<file path="src/rtl/host_bus_pkg.sv">
// -----------------------------------------------------------------------------
// host_bus_pkg
//   Shared definitions for the M1 host-bus initiator: bus widths, phase
//   counter width, FSM state encoding, and the register map of the FPGA
//   register slave so benches and host-emulation logic use one set of
//   addresses.
//   No ports (package).
// -----------------------------------------------------------------------------
package host_bus_pkg;

   localparam int ADDR_W = 21;
   localparam int DATA_W = 16;
   localparam int CNT_W  = 16;

   typedef enum logic [2:0] {
      IDLE,
      SETUP,
      STROBE,
      HOLD,
      TURN
   } bm_state_t;

   // Slave register map
   localparam logic [ADDR_W-1:0] ADDR_CLCD     = 21'h00010;
   localparam logic [ADDR_W-1:0] ADDR_LED_CTRL = 21'h00020;
   localparam logic [ADDR_W-1:0] ADDR_DIP      = 21'h00022;
   localparam logic [ADDR_W-1:0] ADDR_SEG_CMD0 = 21'h00030;
   localparam logic [ADDR_W-1:0] ADDR_SEG_CMD1 = 21'h00031;
   localparam logic [ADDR_W-1:0] ADDR_SEG_DAT0 = 21'h00032;
   localparam logic [ADDR_W-1:0] ADDR_SEG_DAT1 = 21'h00033;
   localparam logic [ADDR_W-1:0] ADDR_SEG_RB0  = 21'h00034;
   localparam logic [ADDR_W-1:0] ADDR_SEG_RB1  = 21'h00036;
   localparam logic [ADDR_W-1:0] ADDR_DOT0     = 21'h00040;
   localparam logic [ADDR_W-1:0] ADDR_DOT1     = 21'h00042;
   localparam logic [ADDR_W-1:0] ADDR_PIEZO    = 21'h00050;
   localparam logic [ADDR_W-1:0] ADDR_PUSH0    = 21'h00070;
   localparam logic [ADDR_W-1:0] ADDR_PUSH1    = 21'h00072;
   localparam logic [ADDR_W-1:0] ADDR_PUSH_SW  = 21'h00080;
   localparam logic [ADDR_W-1:0] ADDR_ID       = 21'h00092;
   localparam logic [ADDR_W-1:0] ADDR_HOST_SEL = 21'h000F0;

   localparam logic [DATA_W-1:0] ID_VALUE = 16'h002A;

   // Counter load value for a phase lasting 'cyc' clocks (counts down to 0).
   function automatic logic [CNT_W-1:0] phase_len(input int cyc);
      return CNT_W'(cyc - 1);
   endfunction

endpackage

</file>
<file path="src/rtl/host_bus_master_if.sv">
// -----------------------------------------------------------------------------
// host_bus_master_if
//   Request/response handshake plus the physical host-bus strobes.
//   master modport : the initiator (host_bus_master)
//   slave  modport : the environment (requester + register slave)
//   Signals: req_valid/req_ready/req_write/req_addr/req_wdata,
//            rsp_valid/rsp_rdata/busy,
//            HOST_nCS/HOST_nWE/HOST_nOE/HOST_ADD/HDI (to slave), HDO (from slave)
// -----------------------------------------------------------------------------
interface host_bus_master_if;
   import host_bus_pkg::*;

   logic              req_valid;
   logic              req_ready;
   logic              req_write;
   logic [ADDR_W-1:0] req_addr;
   logic [DATA_W-1:0] req_wdata;
   logic              rsp_valid;
   logic [DATA_W-1:0] rsp_rdata;
   logic              busy;
   logic              HOST_nCS;
   logic              HOST_nWE;
   logic              HOST_nOE;
   logic [ADDR_W-1:0] HOST_ADD;
   logic [DATA_W-1:0] HDI;
   logic [DATA_W-1:0] HDO;

   modport master (
      input  req_valid, req_write, req_addr, req_wdata, HDO,
      output req_ready, rsp_valid, rsp_rdata, busy,
             HOST_nCS, HOST_nWE, HOST_nOE, HOST_ADD, HDI
   );

   modport slave (
      output req_valid, req_write, req_addr, req_wdata, HDO,
      input  req_ready, rsp_valid, rsp_rdata, busy,
             HOST_nCS, HOST_nWE, HOST_nOE, HOST_ADD, HDI
   );

endinterface

</file>
<file path="src/rtl/in_sync_edge.sv">
// -----------------------------------------------------------------------------
// in_sync_edge
//   Two-flop synchronizer for an asynchronous level, a delay flop, and a
//   registered rising-edge pulse. A rise on din appears on 'rise' after the
//   3rd clk edge; a held level yields a single pulse.
//   Ports: clk, nRESET (async, active low), din (async level),
//          sync (synchronized level), rise (one-cycle pulse)
//   RST_VAL: reset level of the synchronizer chain (1 for active-low inputs).
// -----------------------------------------------------------------------------
module in_sync_edge #(
   parameter logic RST_VAL = 1'b0
) (
   input  logic clk,
   input  logic nRESET,
   input  logic din,
   output logic sync,
   output logic rise
);

   logic meta;
   logic dly;

   // NOTE: sequential state uses non-blocking assignments so every flop
   // samples pre-edge values regardless of statement order.
   always_ff @(posedge clk or negedge nRESET) begin
      if (!nRESET) begin
         meta <= RST_VAL;
         sync <= RST_VAL;
         dly  <= RST_VAL;
         rise <= 1'b0;
      end else begin
         meta <= din;
         sync <= meta;
         dly  <= sync;
         rise <= sync & ~dly;
      end
   end

endmodule

</file>
<file path="src/rtl/host_bus_master.sv">
// -----------------------------------------------------------------------------
// host_bus_master
//   Initiator of the M1 host memory-mapped bus. Turns one valid/ready
//   request into a SETUP / STROBE / HOLD / TURN strobe sequence, captures
//   read data at the end of STROBE, and returns a one-cycle response.
//   Also turns the slave's asynchronous INT level into a one-cycle pulse.
//   Ports: clk, nRESET (async, active low), bus (host_bus_master_if.master),
//          INT (async level in), int_pulse (out), nWAIT (in, optional)
//   Build option: HOST_BM_WAIT_EN adds the active-low nWAIT input, which
//   stretches STROBE while its synchronized level is low.
//   All outputs are registered.
// -----------------------------------------------------------------------------
module host_bus_master
   import host_bus_pkg::*;
#(
   parameter int SETUP_CYC  = 1,
   parameter int STROBE_CYC = 3,
   parameter int HOLD_CYC   = 1
) (
   input  logic              clk,
   input  logic              nRESET,
   host_bus_master_if.master bus,
   input  logic              INT,
`ifdef HOST_BM_WAIT_EN
   input  logic              nWAIT,
`endif
   output logic              int_pulse
);

   // STROBE needs >=2 cycles because the slave registers HDO one clock
   // after nOE falls.
   if (SETUP_CYC < 1 || SETUP_CYC > (1 << CNT_W)) begin : g_bad_setup
      $error("SETUP_CYC out of range");
   end
   if (STROBE_CYC < 2 || STROBE_CYC > (1 << CNT_W)) begin : g_bad_strobe
      $error("STROBE_CYC out of range");
   end
   if (HOLD_CYC < 1 || HOLD_CYC > (1 << CNT_W)) begin : g_bad_hold
      $error("HOLD_CYC out of range");
   end

   bm_state_t         state, state_nxt;
   logic [CNT_W-1:0]  cnt, cnt_nxt;
   logic              wr_q, wr_nxt;
   logic [DATA_W-1:0] rdata_q;
   logic              accept;
   logic              strobe_done;
   logic              wait_ok;
   logic              in_cycle_nxt;
   logic              ncs_nxt, nwe_nxt, noe_nxt;

   logic              unused_int_lvl;

   in_sync_edge #(.RST_VAL(1'b0)) u_int_sync (
      .clk    (clk),
      .nRESET (nRESET),
      .din    (INT),
      .sync   (unused_int_lvl),
      .rise   (int_pulse)
   );

`ifdef HOST_BM_WAIT_EN
   logic wait_n_sync;
   logic unused_wait_rise;

   in_sync_edge #(.RST_VAL(1'b1)) u_wait_sync (
      .clk    (clk),
      .nRESET (nRESET),
      .din    (nWAIT),
      .sync   (wait_n_sync),
      .rise   (unused_wait_rise)
   );

   assign wait_ok = wait_n_sync;
`else
   assign wait_ok = 1'b1;
`endif

   // req_ready is itself the registered "in IDLE" flag.
   assign accept      = bus.req_valid && bus.req_ready;
   // Last STROBE edge: counter exhausted and the slave not holding the bus.
   assign strobe_done = (state == STROBE) && (cnt == '0) && wait_ok;

   // NOTE: every signal written here gets a default first so no path leaves
   // it unassigned, which would otherwise infer a latch.
   always_comb begin
      state_nxt = state;
      cnt_nxt   = cnt;
      wr_nxt    = wr_q;

      unique case (state)
         IDLE: begin
            if (accept) begin
               state_nxt = SETUP;
               cnt_nxt   = phase_len(SETUP_CYC);
               wr_nxt    = bus.req_write;
            end
         end
         SETUP: begin
            if (cnt == '0) begin
               state_nxt = STROBE;
               cnt_nxt   = phase_len(STROBE_CYC);
            end else begin
               cnt_nxt = cnt - CNT_W'(1);
            end
         end
         STROBE: begin
            if (strobe_done) begin
               state_nxt = HOLD;
               cnt_nxt   = phase_len(HOLD_CYC);
            end else if (cnt != '0) begin
               cnt_nxt = cnt - CNT_W'(1);
            end
         end
         HOLD: begin
            if (cnt == '0) begin
               state_nxt = TURN;
            end else begin
               cnt_nxt = cnt - CNT_W'(1);
            end
         end
         TURN: begin
            state_nxt = IDLE;
         end
         default: begin
            state_nxt = IDLE;
         end
      endcase

      // Outputs are decoded from the next state and registered below, so
      // the pins change on the same edge the FSM enters each phase.
      in_cycle_nxt = (state_nxt == SETUP) || (state_nxt == STROBE) ||
                     (state_nxt == HOLD);
      ncs_nxt      = !in_cycle_nxt;
      nwe_nxt      = !((state_nxt == STROBE) &&  wr_nxt);
      noe_nxt      = !((state_nxt == STROBE) && !wr_nxt);
   end

   always_ff @(posedge clk or negedge nRESET) begin
      if (!nRESET) begin
         state         <= IDLE;
         cnt           <= '0;
         wr_q          <= 1'b0;
         rdata_q       <= '0;
         bus.req_ready <= 1'b1;
         bus.busy      <= 1'b0;
         bus.rsp_valid <= 1'b0;
         bus.rsp_rdata <= '0;
         bus.HOST_nCS  <= 1'b1;
         bus.HOST_nWE  <= 1'b1;
         bus.HOST_nOE  <= 1'b1;
         bus.HOST_ADD  <= '0;
         bus.HDI       <= '0;
      end else begin
         state         <= state_nxt;
         cnt           <= cnt_nxt;
         wr_q          <= wr_nxt;
         bus.req_ready <= (state_nxt == IDLE);
         bus.busy      <= in_cycle_nxt;
         bus.rsp_valid <= (state_nxt == TURN);
         bus.HOST_nCS  <= ncs_nxt;
         bus.HOST_nWE  <= nwe_nxt;
         bus.HOST_nOE  <= noe_nxt;

         if (accept) begin
            bus.HOST_ADD <= bus.req_addr;
            bus.HDI      <= bus.req_wdata;
         end

         if (strobe_done && !wr_q) begin
            rdata_q <= bus.HDO;
         end

         if (state_nxt == TURN) begin
            bus.rsp_rdata <= wr_q ? '0 : rdata_q;
         end
      end
   end

endmodule
</file>
<file path="src/flat_wrapper.sv">
// flat-port wrapper written by rule: the top's interface ports become plain ports
module host_bus_master_flat import host_bus_pkg::*;
#(
   parameter int SETUP_CYC  = 1,
   parameter int STROBE_CYC = 3,
   parameter int HOLD_CYC   = 1
)
  (clk, nRESET, INT, int_pulse, bus_req_valid, bus_req_write, bus_req_addr, bus_req_wdata, bus_HDO, bus_req_ready, bus_rsp_valid, bus_rsp_rdata, bus_busy, bus_HOST_nCS, bus_HOST_nWE, bus_HOST_nOE, bus_HOST_ADD, bus_HDI);
  host_bus_master_if bus_i ();
  input  logic clk;
  input  logic nRESET;
  input  logic INT;
  output logic int_pulse;
  input wire logic [$bits(bus_i.req_valid)-1:0] bus_req_valid;
  input wire logic [$bits(bus_i.req_write)-1:0] bus_req_write;
  input wire logic [$bits(bus_i.req_addr)-1:0] bus_req_addr;
  input wire logic [$bits(bus_i.req_wdata)-1:0] bus_req_wdata;
  input wire logic [$bits(bus_i.HDO)-1:0] bus_HDO;
  output wire logic [$bits(bus_i.req_ready)-1:0] bus_req_ready;
  output wire logic [$bits(bus_i.rsp_valid)-1:0] bus_rsp_valid;
  output wire logic [$bits(bus_i.rsp_rdata)-1:0] bus_rsp_rdata;
  output wire logic [$bits(bus_i.busy)-1:0] bus_busy;
  output wire logic [$bits(bus_i.HOST_nCS)-1:0] bus_HOST_nCS;
  output wire logic [$bits(bus_i.HOST_nWE)-1:0] bus_HOST_nWE;
  output wire logic [$bits(bus_i.HOST_nOE)-1:0] bus_HOST_nOE;
  output wire logic [$bits(bus_i.HOST_ADD)-1:0] bus_HOST_ADD;
  output wire logic [$bits(bus_i.HDI)-1:0] bus_HDI;
  assign bus_i.req_valid = bus_req_valid;
  assign bus_i.req_write = bus_req_write;
  assign bus_i.req_addr = bus_req_addr;
  assign bus_i.req_wdata = bus_req_wdata;
  assign bus_i.HDO = bus_HDO;
  assign bus_req_ready = bus_i.req_ready;
  assign bus_rsp_valid = bus_i.rsp_valid;
  assign bus_rsp_rdata = bus_i.rsp_rdata;
  assign bus_busy = bus_i.busy;
  assign bus_HOST_nCS = bus_i.HOST_nCS;
  assign bus_HOST_nWE = bus_i.HOST_nWE;
  assign bus_HOST_nOE = bus_i.HOST_nOE;
  assign bus_HOST_ADD = bus_i.HOST_ADD;
  assign bus_HDI = bus_i.HDI;
  host_bus_master #(.SETUP_CYC(SETUP_CYC), .STROBE_CYC(STROBE_CYC), .HOLD_CYC(HOLD_CYC)) u_core (.clk(clk), .nRESET(nRESET), .bus(bus_i), .INT(INT), .int_pulse(int_pulse));
endmodule
</file>
<file path="config.mk">
export PLATFORM = sky130hd
export DESIGN_NAME = host_bus_master_flat
export DESIGN_NICKNAME = d
export VERILOG_FILES = /design/src/rtl/host_bus_pkg.sv /design/src/rtl/host_bus_master_if.sv /design/src/rtl/in_sync_edge.sv /design/src/rtl/host_bus_master.sv /design/src/flat_wrapper.sv
export SDC_FILE = /design/constraint.sdc
export NUM_CORES = 1
export LEC_CHECK = 0
export CORE_ASPECT_RATIO = 2
export CORE_UTILIZATION = 45
export DETAILED_ROUTE_END_ITERATION = 8
export PLACE_DENSITY = 0.85
export SLEW_MARGIN = 20
export SYNTH_ARGS = -nofsm -noshare
export SYNTH_HDL_FRONTEND = slang
export SYNTH_SLANG_ARGS = --single-unit
</file>
<file path="constraint.sdc">
create_clock -name clk -period 5 [get_ports clk]
set_input_delay 1 -clock clk [delete_from_list [all_inputs] [get_ports clk]]
set_output_delay 1 -clock clk [all_outputs]
set_load 0.05 [all_outputs]
</file>
==> flow_metrics.py <==
metrics = {
    "floorplanning": {
        "die_height_um": 138.0,
        "die_x_um": 70.01,
        "ioPinCount": 118,
        "initial_utilization_pct": 46.19,
        "core_sq_mm": 0.009012,
        "rows": 49,
        "die_area_sq_mm": 0.009663,
    },
    "routing": {
        "wl_um": 8911,
        "dr_wl_met3_um": 384,
        "ant_nets": 0,
        "initialDrtViolationCount": 159,
        "via_per_inst": 5.321,
        "m1WireLength_um": 3299,
        "wl_per_cell_um": 16.94,
        "top_layer": "met4",
        "firstDrtPassIters": 6,
        "drc": 0,
        "route.vias.total": 2799,
        "wl_met2_um": 4862,
    },
    "worst_setup_path": {
        "r2r-end": "u_core.rdata_q[10]",
        "r2r.worst_path.cells": 7,
        "timing.critical_path.slowest_cell_delay_ns": 0.80,
        "cp-start-kind": "register",
        "crit_chain": "clkdlybuf4s50_1",
        "cpMaxStageDelayCell": "clkdlybuf4s50_1",
        "criticalPathCategory": "register to output pin",
        "path_buf_inv": 1,
        "cpLargestDelayFamily": "buffers and inverters",
        "cp.required_ns": 4.00,
        "cp_max_fo": 3,
        "r2r_setup_slack_ns": 2.41,
        "rr_startpoint": "u_core.cnt[0]",
        "critPathCaptureType": "output pin",
        "crit_arrival_ns": 1.69,
    },
    "pwr": {
        "ir_drop_v": 0.0004945,
        "p_seq_share_pct": 35.7,
        "pwr-share-comb_pct": 44.8,
        "p_switching_mw": 1.500,
        "power_frac_clock_pct": 19.6,
        "p_leak_nw": 2.476,
        "p_int_mw": 2.107,
        "swShare_pct": 41.58,
        "p_per_area_mw_per_mm2": 632.0,
    },
    "synth": {
        "synth_flop_cell": "dfrtp_1",
        "seq_area_frac_synth_pct": 59.63,
        "synth_cell_type_count": 45,
        "synth-edff-count": 0,
        "ys_seq_elements": 99,
        "yosys_warnings": 0,
        "syn_inst": 302,
        "synth_area_per_cell_sq_um": 13.78,
        "synth-async-reset-ratio_pct": 100.0,
        "synthesis.area_sq_mm": 0.004163,
        "syn-num-nets": 361,
    },
    "timing": {
        "finalCriticalPeriod_ns": 2.688,
        "setup_slack_ns": 2.312,
        "setup_viol": 0,
        "tns_ns": 0,
        "tightest_slew_ns": 0.8161,
        "finalHoldViolCount": 0,
        "drv_slew": 0,
        "fmax_ghz": 0.3721,
        "relSlewSlack_pct": 45.59,
        "rsz0062_at_grt": "no",
        "min_period_over_period_pct": 53.75,
        "clock_skew_ns": 0.006090,
    },
    "layout": {
        "fin_cells": 526,
        "layout-drive-gt1-share_pct": 25.00,
        "fin_util_pct": 63.32,
        "finalNetCount": 478,
        "diodes": 0,
        "area_growth_pct": 37.09,
    },
    "hold_path": {
        "min_from": "u_core.u_int_sync.meta",
        "hold_class": "register to register",
        "min_delay_path_depth": 0,
        "min_to": "u_core.u_int_sync.sync",
    },
    "global_routing": {
        "grt_pass1_wl_um": 14670,
        "antenna_found_initial": 0,
        "grt_pass1_vias": 2987,
        "grt_overflow": 0,
        "track_usage_pct": 19.58,
        "grt_max_degree": 67,
    },
    "clocking": {
        "path_clk_slew_ns": 0.07,
        "htreeDepth": 3,
        "clk_latency_ns": 0.34,
        "cts_tree": "built",
        "cts_sinks": 99,
        "hold_buffers": 0,
        "cts-root-buf": "clkbuf_16",
        "numCtsBuffers": 9,
        "cts_setup_buffers": 0,
        "post_cts_resize_count": 0,
        "clock_path_buffers": 2,
    },
    "place": {
        "place.gp.congestion": 0.9133,
        "io_buffers": 117,
        "dpl.cell_count": 510,
        "hpwlAfterDp_um": 6387,
        "preCtsSetupSlack_ns": 1.968,
    },
    "outcome": {
        "status": "finished, final reports clean",
    },
    "job": {
        "cap_violations": 0,
    },
}
worst register-to-register path: cells and delay by family (launching register included):
family	cells	cell delay, ns
AND/OR/NAND/NOR	4	1.43
flip-flops	1	0.41
multiplexers	1	0.36
adder cells (fa/ha/maj)	1	0.19
buffers and inverters	1	0.07
layout make-up:
| class | instances | area (sq um) |
|---|---|---|
| Timing Repair Buffer | 120 | 1191 |
| Sequential cell | 99 | 2482 |
| Tap cell | 102 | 127.6 |
| Inverter | 4 | 15.01 |
| Clock buffer | 11 | 242.7 |
| Fill cell | 703 | 3306 |
| Clock inverter | 5 | 60.06 |
| Multi-Input combinational cell | 185 | 1588 |
through the flow:
stage / hold WS (ns) / cell area [sq um] / total power [mW]
after global placement: 0.3341 / 5404 / 2.879
after detailed placement: 0.3435 / 5404 / 2.922
after global routing: 0.3684 / 5707 / 3.774
after floorplan: 0.3312 / 4163 / 2.359
final: 0.3572 / 5707 / 3.607
after CTS: 0.3592 / 5707 / 3.639
kinds of logic (layout without fill, tap and decap cells):
family | Yosys count | count (layout) | share of synthesized area (%)
DFF | 99 | 99 | 59.63
and+or+nand+nor | 85 | 85 | 12.56
muxes | 70 | 70 | 19.84
AOI/OAI and AO/OA | 18 | 18 | 3.066
buffers and inverters | 18 | 140 | 2.284
xor gates and xnor gates | 11 | 11 | 2.314
adders and majority gates | 1 | 1 | 0.3005
how the worst max path moves through the flow:
| stage | from | end | slack (ns) | depth (start not counted) |
|---|---|---|---|---|
| detailed placement | bus_req_valid | u_core.cnt[15] | 1.97 | 6 |
| floorplan | u_core.cnt[0] | u_core.bus.rsp_rdata[0] | 2.62 | 8 |
| CTS | u_core.bus.req_ready | bus_req_ready | 2.30 | 1 |
| global placement | bus_req_valid | u_core.cnt[15] | 2.01 | 6 |
| global route | bus_req_valid | u_core.cnt[15] | 2.14 | 6 |
| finish | u_core.bus.req_ready | bus_req_ready | 2.31 | 1 |
layout by cell type (no fill, tap or decap), drive strengths merged, types with 5 or more instances in the layout:
cell           synthesis  layout
nor2b                 18      18
clkbuf                 9      11
nand2                 11      11
nand4                  5       5
clkdlybuf4s50          0     116
a21oi                  5       5
mux2                  70      70
nor4                   6       6
dfrtp                 95      95
xor2                   7       7
inv                    4       6
nor2                  19      19
power groups by stage:
stage | registers (mW) | logic (mW) | clock network, mW
6_report | 1.29 | 1.61 | 0.706
5_1_grt | 1.32 | 1.70 | 0.751
4_1_cts | 1.29 | 1.63 | 0.724
3_5_place_dp | 1.30 | 1.62 | 0
3_3_place_gp | 1.29 | 1.59 | 0
2_1_floorplan | 1.87 | 0.492 | 0
synthesized netlist by cell type, drive strengths merged (3+ instances only):
library cell / count / share of area, %
nand2b: 4 / 0.60
a21oi: 5 / 0.60
nand3: 3 / 0.36
a211oi: 4 / 0.72
xor2: 7 / 1.5
mux2: 70 / 20
nor4: 6 / 1.6
clkbuf: 9 / 0.81
nor2b: 18 / 2.7
buf: 5 / 1.1
xnor2: 4 / 0.84
dfstp: 4 / 2.5
or2: 3 / 0.45
nor2: 19 / 1.7
inv: 4 / 0.36
nand3b: 3 / 0.54
nor3b: 4 / 0.96
nand2: 11 / 1.2
dfrtp: 95 / 57
nand4: 5 / 0.75
metal layers:
| layer | vias to the layer above | GRT usage, % |
|---|---|---|
| met3 | 26 | 3.790 |
| met4 | 0 | 11.16 |
| met5 | - | 0 |
| met2 | 81 | 34.41 |
| li1 | 1286 | - |
| met1 | 1406 | 21.60 |
flip-flops by register name (all words and copies together), names as in the netlist:
register	count
u_core.rdata_q	16
u_core.bus.rsp_rdata	16
u_core.bus.busy	1
u_core.bus.HOST_nOE	1
u_core.u_int_sync.dly	1
u_core.wr_q	1
u_core.bus.HOST_ADD	21
u_core.bus.rsp_valid	1
u_core.bus.HOST_nWE	1
u_core.u_int_sync.rise	1
u_core.u_int_sync.meta	1
u_core.cnt	16
u_core.bus.HDI	16
u_core.bus.HOST_nCS	1
u_core.state	3
u_core.u_int_sync.sync	1
u_core.bus.req_ready	1
(Power assumes the default switching activity.)
